===== src/rtl/control_pkg.sv =====
// control_pkg: shared ALU op codes, opcodes, FSM states and source-select encodings
package control_pkg;
  localparam logic [3:0] ALU_AND  = 4'b0000;
  localparam logic [3:0] ALU_OR   = 4'b0001;
  localparam logic [3:0] ALU_ADD  = 4'b0010;
  localparam logic [3:0] ALU_SLL  = 4'b0100;
  localparam logic [3:0] ALU_SRL  = 4'b0101;
  localparam logic [3:0] ALU_SRA  = 4'b0111;
  localparam logic [3:0] ALU_XOR  = 4'b1000;
  localparam logic [3:0] ALU_SUB  = 4'b1010;
  localparam logic [3:0] ALU_GE   = 4'b1100;
  localparam logic [3:0] ALU_GEU  = 4'b1101;
  localparam logic [3:0] ALU_SLT  = 4'b1110;
  localparam logic [3:0] ALU_SLTU = 4'b1111;
  localparam logic [6:0] OP_LOAD   = 7'b0000011;
  localparam logic [6:0] OP_STORE  = 7'b0100011;
  localparam logic [6:0] OP_RTYPE  = 7'b0110011;
  localparam logic [6:0] OP_ITYPE  = 7'b0010011;
  localparam logic [6:0] OP_BRANCH = 7'b1100011;
  localparam logic [6:0] OP_JAL    = 7'b1101111;
  localparam logic [6:0] OP_JALR   = 7'b1100111;
  localparam logic [6:0] OP_LUI    = 7'b0110111;
  localparam logic [6:0] OP_AUIPC  = 7'b0010111;
  typedef logic [3:0] state_t;
  localparam state_t S_FETCH    = 4'd0;
  localparam state_t S_DECODE   = 4'd1;
  localparam state_t S_MEMADR   = 4'd2;
  localparam state_t S_MEMREAD  = 4'd3;
  localparam state_t S_MEMWB    = 4'd4;
  localparam state_t S_MEMWRITE = 4'd5;
  localparam state_t S_EXECR    = 4'd6;
  localparam state_t S_EXECI    = 4'd7;
  localparam state_t S_ALUWB    = 4'd8;
  localparam state_t S_BRANCH   = 4'd9;
  localparam state_t S_JAL      = 4'd10;
  localparam state_t S_JALR     = 4'd11;
  localparam state_t S_LINK     = 4'd12;
  localparam state_t S_LUI      = 4'd13;
  localparam state_t S_AUIPC    = 4'd14;
  localparam logic [1:0] SRC_A_PC    = 2'b00;
  localparam logic [1:0] SRC_A_RS1   = 2'b01;
  localparam logic [1:0] SRC_A_OLDPC = 2'b10;
  localparam logic [1:0] SRC_A_ZERO  = 2'b11;
  localparam logic [1:0] SRC_B_RS2   = 2'b00;
  localparam logic [1:0] SRC_B_FOUR  = 2'b01;
  localparam logic [1:0] SRC_B_IMM   = 2'b10;
  localparam logic PCSRC_ALU    = 1'b0;
  localparam logic PCSRC_ALUOUT = 1'b1;
  localparam logic [1:0] AC_R  = 2'd0;
  localparam logic [1:0] AC_I  = 2'd1;
  localparam logic [1:0] AC_BR = 2'd2;
endpackage


===== src/rtl/control_unit_if.sv =====
// control_unit_if: instruction fields and flags in, datapath control strobes/selects out
interface control_unit_if;
  logic [6:0] OPCODE_i;
  logic [2:0] FUNCT3_i;
  logic [6:0] FUNCT7_i;
  logic       ALU_ZR_i;
  logic       PC_WRITE_o;
  logic       IORD_o;
  logic       MEM_READ_o;
  logic       MEM_WRITE_o;
  logic       IR_WRITE_o;
  logic       MEM_TO_REG_o;
  logic       REG_WRITE_o;
  logic [1:0] ALU_SRC_A_o;
  logic [1:0] ALU_SRC_B_o;
  logic       PC_SOURCE_o;
  logic [3:0] ALU_OP_o;
  modport master (
    input  OPCODE_i, FUNCT3_i, FUNCT7_i, ALU_ZR_i,
    output PC_WRITE_o, IORD_o, MEM_READ_o, MEM_WRITE_o, IR_WRITE_o, MEM_TO_REG_o,
           REG_WRITE_o, ALU_SRC_A_o, ALU_SRC_B_o, PC_SOURCE_o, ALU_OP_o
  );
  modport slave (
    output OPCODE_i, FUNCT3_i, FUNCT7_i, ALU_ZR_i,
    input  PC_WRITE_o, IORD_o, MEM_READ_o, MEM_WRITE_o, IR_WRITE_o, MEM_TO_REG_o,
           REG_WRITE_o, ALU_SRC_A_o, ALU_SRC_B_o, PC_SOURCE_o, ALU_OP_o
  );
endinterface


===== src/rtl/alu_control.sv =====
// alu_control: funct3/funct7[5] to ALU op for R-type, I-type and branch, plus branch-taken
module alu_control
  import control_pkg::*;
(
  input  logic [1:0] mode,
  input  logic [2:0] funct3,
  input  logic       funct7_b5,
  input  logic       zero,
  output logic [3:0] alu_op,
  output logic       taken
);
  always_comb begin
    alu_op = ALU_ADD;
    taken  = 1'b0;
    if (mode == AC_BR) begin
      case (funct3)
        3'b000: begin alu_op = ALU_SUB;  taken = zero;  end
        3'b001: begin alu_op = ALU_SUB;  taken = !zero; end
        3'b100: begin alu_op = ALU_SLT;  taken = !zero; end
        3'b101: begin alu_op = ALU_GE;   taken = !zero; end
        3'b110: begin alu_op = ALU_SLTU; taken = !zero; end
        3'b111: begin alu_op = ALU_GEU;  taken = !zero; end
        default: ;
      endcase
    end else begin
      case (funct3)
        3'b000: alu_op = (mode == AC_R && funct7_b5) ? ALU_SUB : ALU_ADD;
        3'b001: alu_op = ALU_SLL;
        3'b010: alu_op = ALU_SLT;
        3'b011: alu_op = ALU_SLTU;
        3'b100: alu_op = ALU_XOR;
        3'b101: alu_op = funct7_b5 ? ALU_SRA : ALU_SRL;
        3'b110: alu_op = ALU_OR;
        default: alu_op = ALU_AND;
      endcase
    end
  end
endmodule


===== src/rtl/control_unit.sv =====
// control_unit: multi-cycle RV32I control FSM driving datapath strobes and selects
module control_unit
  import control_pkg::*;
(
  input  logic CLK_i,
  input  logic RST_i,
  control_unit_if.master bus
);
  state_t state_q, state_d;
  logic pc_write, iord, mem_read, mem_write, ir_write, mem_to_reg, reg_write, pc_source;
  logic [1:0] src_a, src_b, ac_mode;
  logic [3:0] alu_op, ac_op;
  logic ac_taken;
  logic unused_f7;
  assign unused_f7 = ^{bus.FUNCT7_i[6], bus.FUNCT7_i[4:0]};
  assign ac_mode = state_q == S_EXECI ? AC_I : state_q == S_BRANCH ? AC_BR : AC_R;
  alu_control u_alu_control (
    .mode(ac_mode), .funct3(bus.FUNCT3_i), .funct7_b5(bus.FUNCT7_i[5]),
    .zero(bus.ALU_ZR_i), .alu_op(ac_op), .taken(ac_taken)
  );
  always_comb begin
    state_d    = S_FETCH;
    pc_write   = 1'b0;
    iord       = 1'b0;
    mem_read   = 1'b0;
    mem_write  = 1'b0;
    ir_write   = 1'b0;
    mem_to_reg = 1'b0;
    reg_write  = 1'b0;
    pc_source  = PCSRC_ALU;
    src_a      = SRC_A_PC;
    src_b      = SRC_B_RS2;
    alu_op     = ALU_ADD;
    case (state_q)
      S_FETCH: begin
        mem_read = 1'b1;
        ir_write = 1'b1;
        pc_write = 1'b1;
        src_b    = SRC_B_FOUR;
        state_d  = S_DECODE;
      end
      S_DECODE: begin
        src_a = SRC_A_OLDPC;
        src_b = SRC_B_IMM;
        case (bus.OPCODE_i)
          OP_LOAD, OP_STORE: state_d = S_MEMADR;
          OP_RTYPE:          state_d = S_EXECR;
          OP_ITYPE:          state_d = S_EXECI;
          OP_BRANCH:         state_d = S_BRANCH;
          OP_JAL:            state_d = S_JAL;
          OP_JALR:           state_d = S_JALR;
          OP_LUI:            state_d = S_LUI;
          OP_AUIPC:          state_d = S_AUIPC;
          default:           state_d = S_FETCH;
        endcase
      end
      S_MEMADR: begin
        src_a   = SRC_A_RS1;
        src_b   = SRC_B_IMM;
        state_d = bus.OPCODE_i == OP_STORE ? S_MEMWRITE : S_MEMREAD;
      end
      S_MEMREAD: begin
        mem_read = 1'b1;
        iord     = 1'b1;
        state_d  = S_MEMWB;
      end
      S_MEMWB: begin
        reg_write  = 1'b1;
        mem_to_reg = 1'b1;
      end
      S_MEMWRITE: begin
        mem_write = 1'b1;
        iord      = 1'b1;
      end
      S_EXECR: begin
        src_a   = SRC_A_RS1;
        alu_op  = ac_op;
        state_d = S_ALUWB;
      end
      S_EXECI: begin
        src_a   = SRC_A_RS1;
        src_b   = SRC_B_IMM;
        alu_op  = ac_op;
        state_d = S_ALUWB;
      end
      S_ALUWB: reg_write = 1'b1;
      // branch target was precomputed into ALUOut during DECODE
      S_BRANCH: begin
        src_a     = SRC_A_RS1;
        pc_source = PCSRC_ALUOUT;
        alu_op    = ac_op;
        pc_write  = ac_taken;
      end
      S_JAL: begin
        pc_write  = 1'b1;
        pc_source = PCSRC_ALUOUT;
        src_a     = SRC_A_OLDPC;
        src_b     = SRC_B_FOUR;
        state_d   = S_ALUWB;
      end
      S_JALR: begin
        pc_write = 1'b1;
        src_a    = SRC_A_RS1;
        src_b    = SRC_B_IMM;
        state_d  = S_LINK;
      end
      S_LINK: begin
        src_a   = SRC_A_OLDPC;
        src_b   = SRC_B_FOUR;
        state_d = S_ALUWB;
      end
      S_LUI: begin
        src_a   = SRC_A_ZERO;
        src_b   = SRC_B_IMM;
        state_d = S_ALUWB;
      end
      S_AUIPC: begin
        src_a   = SRC_A_OLDPC;
        src_b   = SRC_B_IMM;
        state_d = S_ALUWB;
      end
      default: state_d = S_FETCH;
    endcase
  end
  always_ff @(posedge CLK_i) state_q <= RST_i ? S_FETCH : state_d;
  assign bus.PC_WRITE_o   = pc_write & ~RST_i;
  assign bus.MEM_READ_o   = mem_read & ~RST_i;
  assign bus.MEM_WRITE_o  = mem_write & ~RST_i;
  assign bus.IR_WRITE_o   = ir_write & ~RST_i;
  assign bus.REG_WRITE_o  = reg_write & ~RST_i;
  assign bus.IORD_o       = iord;
  assign bus.MEM_TO_REG_o = mem_to_reg;
  assign bus.ALU_SRC_A_o  = src_a;
  assign bus.ALU_SRC_B_o  = src_b;
  assign bus.PC_SOURCE_o  = pc_source;
  assign bus.ALU_OP_o     = alu_op;
endmodule


===== src/flat_wrapper.sv =====
// flat-port wrapper written by rule: the top's interface ports become plain ports
module control_unit_flat import control_pkg::*;
  (CLK_i, RST_i, bus_OPCODE_i, bus_FUNCT3_i, bus_FUNCT7_i, bus_ALU_ZR_i, bus_PC_WRITE_o, bus_IORD_o, bus_MEM_READ_o, bus_MEM_WRITE_o, bus_IR_WRITE_o, bus_MEM_TO_REG_o, bus_REG_WRITE_o, bus_ALU_SRC_A_o, bus_ALU_SRC_B_o, bus_PC_SOURCE_o, bus_ALU_OP_o);
  control_unit_if bus_i ();
  input  logic CLK_i;
  input  logic RST_i;
  input wire logic [$bits(bus_i.OPCODE_i)-1:0] bus_OPCODE_i;
  input wire logic [$bits(bus_i.FUNCT3_i)-1:0] bus_FUNCT3_i;
  input wire logic [$bits(bus_i.FUNCT7_i)-1:0] bus_FUNCT7_i;
  input wire logic [$bits(bus_i.ALU_ZR_i)-1:0] bus_ALU_ZR_i;
  output wire logic [$bits(bus_i.PC_WRITE_o)-1:0] bus_PC_WRITE_o;
  output wire logic [$bits(bus_i.IORD_o)-1:0] bus_IORD_o;
  output wire logic [$bits(bus_i.MEM_READ_o)-1:0] bus_MEM_READ_o;
  output wire logic [$bits(bus_i.MEM_WRITE_o)-1:0] bus_MEM_WRITE_o;
  output wire logic [$bits(bus_i.IR_WRITE_o)-1:0] bus_IR_WRITE_o;
  output wire logic [$bits(bus_i.MEM_TO_REG_o)-1:0] bus_MEM_TO_REG_o;
  output wire logic [$bits(bus_i.REG_WRITE_o)-1:0] bus_REG_WRITE_o;
  output wire logic [$bits(bus_i.ALU_SRC_A_o)-1:0] bus_ALU_SRC_A_o;
  output wire logic [$bits(bus_i.ALU_SRC_B_o)-1:0] bus_ALU_SRC_B_o;
  output wire logic [$bits(bus_i.PC_SOURCE_o)-1:0] bus_PC_SOURCE_o;
  output wire logic [$bits(bus_i.ALU_OP_o)-1:0] bus_ALU_OP_o;
  assign bus_i.OPCODE_i = bus_OPCODE_i;
  assign bus_i.FUNCT3_i = bus_FUNCT3_i;
  assign bus_i.FUNCT7_i = bus_FUNCT7_i;
  assign bus_i.ALU_ZR_i = bus_ALU_ZR_i;
  assign bus_PC_WRITE_o = bus_i.PC_WRITE_o;
  assign bus_IORD_o = bus_i.IORD_o;
  assign bus_MEM_READ_o = bus_i.MEM_READ_o;
  assign bus_MEM_WRITE_o = bus_i.MEM_WRITE_o;
  assign bus_IR_WRITE_o = bus_i.IR_WRITE_o;
  assign bus_MEM_TO_REG_o = bus_i.MEM_TO_REG_o;
  assign bus_REG_WRITE_o = bus_i.REG_WRITE_o;
  assign bus_ALU_SRC_A_o = bus_i.ALU_SRC_A_o;
  assign bus_ALU_SRC_B_o = bus_i.ALU_SRC_B_o;
  assign bus_PC_SOURCE_o = bus_i.PC_SOURCE_o;
  assign bus_ALU_OP_o = bus_i.ALU_OP_o;
  control_unit u_core (.CLK_i(CLK_i), .RST_i(RST_i), .bus(bus_i));
endmodule

===== config.mk =====
export PLATFORM = sky130hd
export DESIGN_NAME = control_unit_flat
export DESIGN_NICKNAME = d
export VERILOG_FILES = /design/src/rtl/control_pkg.sv /design/src/rtl/control_unit_if.sv /design/src/rtl/alu_control.sv /design/src/rtl/control_unit.sv /design/src/flat_wrapper.sv
export SDC_FILE = /design/constraint.sdc
export NUM_CORES = 1
export LEC_CHECK = 0
export CAP_MARGIN = 20
export CELL_PAD_IN_SITES_DETAIL_PLACEMENT = 1
export CELL_PAD_IN_SITES_GLOBAL_PLACEMENT = 1
export CORE_ASPECT_RATIO = 0.8
export CORE_MARGIN = 2
export CORE_UTILIZATION = 26
export DETAILED_ROUTE_END_ITERATION = 10
export PLACE_DENSITY_LB_ADDON = 0.1
export SLEW_MARGIN = 20
export SYNTH_ARGS = -nofsm -noshare
export SYNTH_HDL_FRONTEND = slang
export SYNTH_SLANG_ARGS = --single-unit

===== constraint.sdc =====
create_clock -name CLK_i -period 2.7 [get_ports CLK_i]
set_input_delay 0.81 -clock CLK_i [delete_from_list [all_inputs] [get_ports CLK_i]]
set_output_delay 0.81 -clock CLK_i [all_outputs]
set_load 0.02 [all_outputs]

==> flow_summary.ini <==
[final_layout]
top_register = u_core.state_q
reg_top3 = u_core.state_q (4)
nets = 167
final_area_mm2 = 0.00119
n_antenna_cell = 0
final-instance-count-excl-fill = 181
syn_to_final_growth_pct = 68.9
layout-drive-gt1-share_pct = 29.7
final_core_util_pct = 47.4
nFillCells = 329
largest_register_ffs = 4

[placement]
gp_congestion = 0.877
numPortBuffers = 29
hpwl_um = 2010
place_inst = 177
place_area_mm2 = 0.00116

[clock_network]
cts_hold_buf = 0
cts.sinks = 4
clk_pin_slew_ps = 40
cts-root-buf = clkbuf_4
insertion_delay_ps = 240
cts-buffers-inserted = 3
ctsLongestPathBuffers = 2
cts_tree = built
htreeDepth = 1

[global_routing]
grt_pass1_vias = 929
antenna_found_initial = 0
grt_pass1_wl_um = 4410
track_usage_pct = 17.2
grt_max_degree = 17
grtUsageMet1_pct = 25.4
grt.busiest_layer = met2
met3_usage_pct = 4.26
grt_overflow = 0
met2_usage_pct = 25.9

[yosys]
ys_ff_latch = 4
synth_common_cells = a21oi_1 (12), nor3_1 (9), nand2_1 (8), nor2_1 (6), o21ai_0 (6)
synth_area_leader_cell = dfxtp_1
synth_edf_count = 0
async_reset_ff_share_pct = 0
synthSimpleGateAreaFrac_pct = 35.4
syn_inst = 104
synthXorXnorAreaFrac_pct = 7.30
synth.top_cell.area_share_pct = 11.4
yosys-top-cells-area = dfxtp_1 (11%), a21oi_1 (8.5%), nor3_1 (6.4%)
synth-compound-area-share_pct = 35.1
synth_area_per_cell_um2 = 6.76
yosys.cell_count.top_type = a21oi_1
synth_ff_type = dfxtp_1
synth_area_um2 = 703
synth_adder_area_share_pct = 0
synth_cell_types = 46
synth_top_family_by_area = simple AND/OR/NAND/NOR gates
syn-num-nets = 124
synthMuxAreaShare_pct = 1.42
yosysSeqAreaShare_pct = 11.4
yosysWarningCount = 0

[min_path]
hp-class = flop to flop

[timing]
finClkSkew_ps = 1.16
rsz0062_at_grt = false
finalCriticalPeriod_ps = 2630
period_share_pct = 97.4
slew_violations = 0
fmax_ghz = 0.380
tightest_slew_ps = 315
finalSetupViolCount = 0
slew-limit-headroom_pct = 78.9
hold_viol = 0
setup_tns_ps = 0

[floorplan]
core-area_mm2 = 0.00250
die_y_um = 50.5
die_width_um = 62.1
rows = 16
start_util_pct = 28.1
io_pins = 36
dieArea_mm2 = 0.00314

[detailed_routing]
dr.pass1.iters = 4
wl_per_cell_um = 14.1
via_count = 964
drt_drc_violations_left = 0
vias_per_cell = 5.33
antenna_left = 0
drt_iter0_drc = 58
wirelength_um = 2560

[status]
outcome = finished, final reports clean

[job]
cap_violations = 0

[power_and_ir_drop]
p_leak_nw = 0.504
p_per_area_mw_per_mm2 = 222
ir_worst_vdd_mv = 0.112

[setup_path]
crit_chain = buf_2 > nand2b_4 > buf_4 > mux2i_1 > a32o_1 > a32oi_1 > buf_4
critPathKind = primary input to primary output
crit_path_end_kind = primary output
path_common_cell = buf_4
path_max_fanout = 3
cp.arrival_ps = 1820
worstPathRequired_ps = 1890
crit_path_top_delay_cell = a32o_1
slowest_delay_ps = 210
start_kind = primary input
==> power breakdown <==
group | switching [W] | total [W] | internal (W)
logic | 0.0000613 | 0.000121 | 0.0000600
clock network | 0.0000287 | 0.0000787 | 0.0000500
registers | 0.00000256 | 0.0000636 | 0.0000611
total | 0.0000926 | 0.000264 | 0.000171
==> per-stage QoR <==
| step | setup slack, ps | power (W) | hold slack (ps) |
|---|---|---|---|
| after floorplan | 9.46 | 0.000122 | 575 |
| after global placement | -952 | 0.000183 | 675 |
| after detailed placement | -953 | 0.000186 | 690 |
| after CTS | 14.2 | 0.000262 | 695 |
| after global routing | 0.418 | 0.000281 | 690 |
| final | 71.0 | 0.000264 | 648 |
==> placed cells by master (no fill, tap or decap), types with 3 or more instances in the layout <==
cell type and n:
inv_1 5, buf_4 18, nor3_1 9, xnor2_1 3
clkdlybuf4s50_1 8, buf_2 4, o21ai_0 5, buf_6 3
dlygate4sd2_1 9, nand2_1 8, nor2_1 6, a21oi_1 11
nor2b_1 3, clkbuf_4 3, dfxtp_1 3
==> layout make-up <==
type | count | area (um^2) | share of cell area, %
clock buffers | 3 | 22.5 | 1.90
inverters | 5 | 18.8 | 1.58
multi-input cells | 86 | 611 | 51.4
flip-flops and latches | 4 | 81.3 | 6.85
well taps | 36 | 45.0 | 3.79
repair buffers | 47 | 409 | 34.5
==> cell families after synthesis <==
group	after synthesis
and+or+nand+nor	43
xor gates and xnor gates	5
muxes	1
AOI/OAI and AO/OA	37
buffers and inverters	14
DFF	4
==> layer usage <==
layer | up-vias | routed length, um
met2 | 24 | 1040
li1 | 473 | -
met1 | 465 | 1400
met5 | - | 0
met4 | 0 | 8
met3 | 2 | 106
==> critical path: cells and delay by family <==
family,cells,cell delay [ps]
buffers and inverters,3,420
and+or+nand+nor,1,150
muxes,1,80
AOI/OAI and AO/OA,2,370
==> path summary, 6_finish.rpt <==
check	from	end	slack [ps]	depth (start not counted)
max	bus_FUNCT3_i[1]	bus_ALU_OP_o[1]	70	7
min	u_core.state_q[0]	u_core.state_q[0]	650	2
min reg2reg	u_core.state_q[0]	u_core.state_q[0]	650	2
max reg2reg	u_core.state_q[1]	u_core.state_q[0]	1000	5
==> timing repair <==
| item | 4_1_cts | 5_1_grt |
|---|---|---|
| setup buffers | 1 | 0 |
| setup endpoints to repair | 13 | 4 |
| resized for setup | 59 | 7 |
| pin swaps | 5 | 2 |
| hold endpoints to repair | 0 | 0 |
(Power assumes the default switching activity.)
